## src/rtl/seg7_pkg.sv

```systemverilog
// Shared seven-segment constants: hex font (a..g in bits 6..0, active-low) and the blank pattern.
// Pure constants; no timing or flow control involved.
package seg7_pkg;

    localparam logic [6:0] SEG_BLANK      = 7'h7F;
    localparam bit         SEG_ACTIVE_LOW = 1'b1;

    localparam logic [6:0] SEG_FONT [16] = '{
        7'b0000001, 7'b1001111, 7'b0010010, 7'b0000110,
        7'b1001100, 7'b0100100, 7'b0100000, 7'b0001111,
        7'b0000000, 7'b0000100, 7'b0001000, 7'b1100000,
        7'b0110001, 7'b1000010, 7'b0110000, 7'b0111000
    };

endpackage

```

## src/rtl/hex_to_7seg.sv

```systemverilog
// Combinational hex nibble to seven-segment decoder; zero latency, no flow control.
module hex_to_7seg
    import seg7_pkg::*;
(
    input  logic [3:0] hex,
    output logic [6:0] seg
);

    assign seg = SEG_ACTIVE_LOW ? SEG_FONT[hex] : ~SEG_FONT[hex];

endmodule

```

## src/rtl/xn_7seg_scan.sv

```systemverilog
// N-digit multiplexed common-anode seven-segment driver with double-buffered loading and blanking.
// Pins lag idx/disp by one registered cycle; load is always accepted (no backpressure, last load wins).
module xn_7seg_scan
    import seg7_pkg::*;
#(
    parameter int DIGITS  = 8,
    parameter int DIV_MAX = 100000,
    parameter int DIV_W   = 17
) (
    input  logic                  clk,
    input  logic                  clr,
    input  logic [4*DIGITS-1:0]   x,
    input  logic                  load,
    input  logic [DIGITS-1:0]     dp_in,
    input  logic                  lzb,
    output logic [6:0]            a_to_g,
    output logic [DIGITS-1:0]     an,
    output logic                  dp,
    output logic                  frame
);

    localparam int IDX_W = (DIGITS > 1) ? $clog2(DIGITS) : 1;

    logic [DIV_W-1:0]    div_cnt;
    logic [IDX_W-1:0]    idx;
    logic [4*DIGITS-1:0] pend;
    logic [DIGITS-1:0]   dp_pend;
    logic                pend_v;
    logic [4*DIGITS-1:0] disp;
    logic [DIGITS-1:0]   dp_reg;

    logic       tick;
    logic       last;
    logic       commit;
    logic [3:0] nib;
    logic [6:0] font_seg;
    logic       hi_zero;
    logic       blank;

    assign tick   = (div_cnt == DIV_W'(DIV_MAX - 1));
    assign last   = (idx == IDX_W'(DIGITS - 1));
    assign commit = tick & last;
    assign nib    = disp[4*idx +: 4];

    hex_to_7seg u_dec (
        .hex (nib),
        .seg (font_seg)
    );

    // Blank only when this digit and every more significant one are zero.
    always_comb begin
        hi_zero = 1'b1;
        for (int i = 0; i < DIGITS; i++) begin
            if (i >= int'(idx) && disp[4*i +: 4] != 4'h0) begin
                hi_zero = 1'b0;
            end
        end
    end

    assign blank = lzb && (idx != '0) && hi_zero && !dp_reg[idx];

    always_ff @(posedge clk or posedge clr) begin
        if (clr) begin
            div_cnt <= '0;
            idx     <= '0;
            pend    <= '0;
            dp_pend <= '0;
            pend_v  <= 1'b0;
            disp    <= '0;
            dp_reg  <= '0;
        end else begin
            div_cnt <= tick ? '0 : div_cnt + 1'b1;
            if (tick) begin
                idx <= last ? '0 : idx + 1'b1;
            end
            // Display data only changes at the frame boundary; a coincident load bypasses the buffer.
            if (commit) begin
                if (load) begin
                    disp   <= x;
                    dp_reg <= dp_in;
                end else if (pend_v) begin
                    disp   <= pend;
                    dp_reg <= dp_pend;
                end
                pend_v <= 1'b0;
            end else if (load) begin
                pend    <= x;
                dp_pend <= dp_in;
                pend_v  <= 1'b1;
            end
        end
    end

    always_ff @(posedge clk or posedge clr) begin
        if (clr) begin
            an     <= '1;
            a_to_g <= SEG_BLANK;
            dp     <= 1'b1;
            frame  <= 1'b0;
        end else begin
            an     <= ~(DIGITS'(1) << idx);
            a_to_g <= blank ? SEG_BLANK : font_seg;
            dp     <= ~dp_reg[idx];
            frame  <= commit;
        end
    end

endmodule

```

## config.mk

```make
export PLATFORM = sky130hd
export DESIGN_NAME = xn_7seg_scan
export DESIGN_NICKNAME = d
export VERILOG_FILES = /design/src/rtl/seg7_pkg.sv /design/src/rtl/hex_to_7seg.sv /design/src/rtl/xn_7seg_scan.sv
export SDC_FILE = /design/constraint.sdc
export NUM_CORES = 1
export LEC_CHECK = 0
export CELL_PAD_IN_SITES_DETAIL_PLACEMENT = 1
export CELL_PAD_IN_SITES_GLOBAL_PLACEMENT = 1
export CORE_UTILIZATION = 46
export DETAILED_ROUTE_END_ITERATION = 12
export HOLD_SLACK_MARGIN = 0.03
export PLACE_DENSITY_LB_ADDON = 0.1
export SYNTH_ARGS = -nofsm -noshare
export SYNTH_HDL_FRONTEND = slang
export SYNTH_SLANG_ARGS = --single-unit
```

## constraint.sdc

```tcl
create_clock -name clk -period 4.6 [get_ports clk]
set_clock_uncertainty 0.15 [all_clocks]
set_input_delay 0.92 -clock clk [delete_from_list [all_inputs] [get_ports clk]]
set_output_delay 0.92 -clock clk [all_outputs]
set_load 0.01 [all_outputs]
```

==> run metrics <==
status complete, but fails checks; failing checks DRC; Via density ~5.6; setup violators final 0; TritonCTS clock tree yes; most common cell in the netlist dfrtp_1; # rows 39; area share of the largest cell type after synthesis 0.460; Core Region approximately 12000 um^2; number of flops mapped to enable cells by yosys 0; min Tclk post-route 3.31 ns; Worst Slack Setup Final approximately 1.3 ns; Mapped Area 5550 um^2; peak fanout along the critical path 80; vias in the first global route approximately 4000; PostCTS Resize Cnt 0; full die area approximately 13000 um^2; synthesis-to-layout area growth 22.6%; final hold vios 0; Setup crit end kind register; FF+latch area about 3000 um^2; actual slew at the worst max-slew pin ~1.2 ns; drt initial violations 173; Slew Limit Headroom 0.215; max incr delay on CP roughly 1.2 ns; CTS Buf Count 17; grt ovf 0; clk_lat worst skew ~0.41 ns; post-synth top area cell dfrtp_1; leak pwr roughly 3.0 nW; largest net degree at the start of global routing 84; DR pass1 iterations 11; Die Height between 100 and 150 um; Layout fillers approximately 1200; reg-to-reg slack, setup ~1.3 ns; Total Routing Usage GR 0.213; Slowest-stage cell, CP or4_2; cell breakdown of the critical path ha_1 -> ha_1 -> inv_1 -> or4_2 -> nand2_1 -> o21ai_0; syn nets approximately 500; Setup TNS 0 ns; Inserted Diodes 0; area occupied by multi-input gates 2410 um^2; Arr. time, crit path approximately 3.4 ns; RSZ-0062 raised after global routing no; first-pass GRT wire length between 20000 and 25000 um; final period utilization 0.721; Synth Flop Type dfrtp_1; Slew Viols, Final 0; routed via count ~3700; fmax between 300 and 400 MHz; Netlist cell types 52; DRT antenna net count 0; Post-synth top cells dfrtp_1, nand2_1, mux2i_1; num ports just over 60; asr flop ratio synth 1.00; Worst EP required about 4.7 ns; IO buf count 60; register area share after synthesis 0.535; yosys warns 0; CTS Hold Bufs 0; dpl hpwl around 8000 um; DR WL/cell about 18 um; Initial Utilization 0.478; GP Congestion ~0.77; Power Density approximately 400 nW/um^2; top cells by area, synth dfrtp_1, mux2_2, mux2i_1; Avg Synthesized Cell Area ~12 um^2; Buf/Inv on CP 1; Die X 112 um; clk sink count approximately 120; CTS Root Cell clkbuf_16; Max-Cap Viols 0; WHS around 0.34 ns; post-layout util 0.587; Post-CTS Setup Bufs 0; maximum VDD drop ~0.28 mV; Layout Nets ~570; CP delay by family, top simple AND/OR/NAND/NOR gates; drc violations 1; clock-pin slew on the worst setup and hold paths ~0.05 ns; Setup CP Type reg2reg; final wirelength between 10000 and 15000 um; worst-case clock buffer depth 2; H-tree level count 4; top flop regs disp x32, pend x32, div_cnt x17; layout cell share with drive strength beyond 1 0.198; Tightest Hold Check Type reg2reg; pre-CTS setup slack approximately 1.3 ns; CP most frequent cell ha_1; Mapped Cells between 400 and 500; antenna violations before repair 0; Seq cells post-synth 118; Critical Path Start Type register
==> worst paths after layout <==
check | from | end | cells after the start
min | div_cnt[0] | div_cnt[0] | 1
max | idx[0] | disp[26] | 6
min reg2reg | div_cnt[0] | div_cnt[0] | 1
max in group asynchronous | clr | disp[23] | 3
min in group asynchronous | clr | div_cnt[6] | 2
max reg2reg | idx[0] | disp[26] | 6
==> placed cells by master (no fill, tap or decap), types with 3 or more instances in the layout <==
cell type and instances:
inv_1 7, clkbuf_8 5, dfstp_2 16, ha_1 13, o21ai_0 42, clkinv_2 4
mux2i_1 43, buf_4 3, nor4_1 7, nor2_1 20, a21oi_1 4, xnor2_1 7
o211ai_1 4, nor3_1 4, xor2_1 8, mux2_2 40, nand3_1 11, clkbuf_16 17
dfrtp_1 102, mux4_1 8, nand2_1 61, clkdlybuf4s50_1 59, o21ai_1 3
==> cell families after synthesis <==
| family | after synthesis | synth area share |
|---|---|---|
| mux | 96 | 0.214 |
| fa+ha+maj | 13 | 0.0293 |
| xor+xnor | 15 | 0.0237 |
| flops | 118 | 0.535 |
| buf+inv | 33 | 0.0318 |
| compound gates | 65 | 0.0694 |
| simple gates | 118 | 0.0969 |
==> area by class of cell <==
class | count | share of cell area
well taps | 143 | 0.0263
flip-flops and latches | 118 | 0.436
inverters | 9 | 0.00533
clock inverters | 8 | 0.0140
repair buffers | 63 | 0.0907
multi-input cells | 307 | 0.354
clock buffers | 24 | 0.0737
==> where the power goes <==
part,switching [mW],internal [mW]
Clock,0.451,0.864
Sequential,0.0314,1.10
Combinational,0.0949,0.113
Total,0.577,2.07
==> metrics by stage <==
stage                     instance area, um^2  power, mW  std cells
after CTS                                6810       2.69        672
after floorplan                          5550       1.26        458
final                                    6810       2.65        672
after global routing                     6810       2.75        672
after detailed placement                 6210       1.36        640
after global placement                   6210       1.35        640
==> layer usage <==
metal,up-vias,track usage,part of all wire
li1,1750,-,-
met1,1913,0.260,0.44
met2,64,0.363,0.51
met3,13,0.0566,0.030
met4,0,0.0775,0.013
met5,-,0,0
Power figures use the tool's default switching activity.
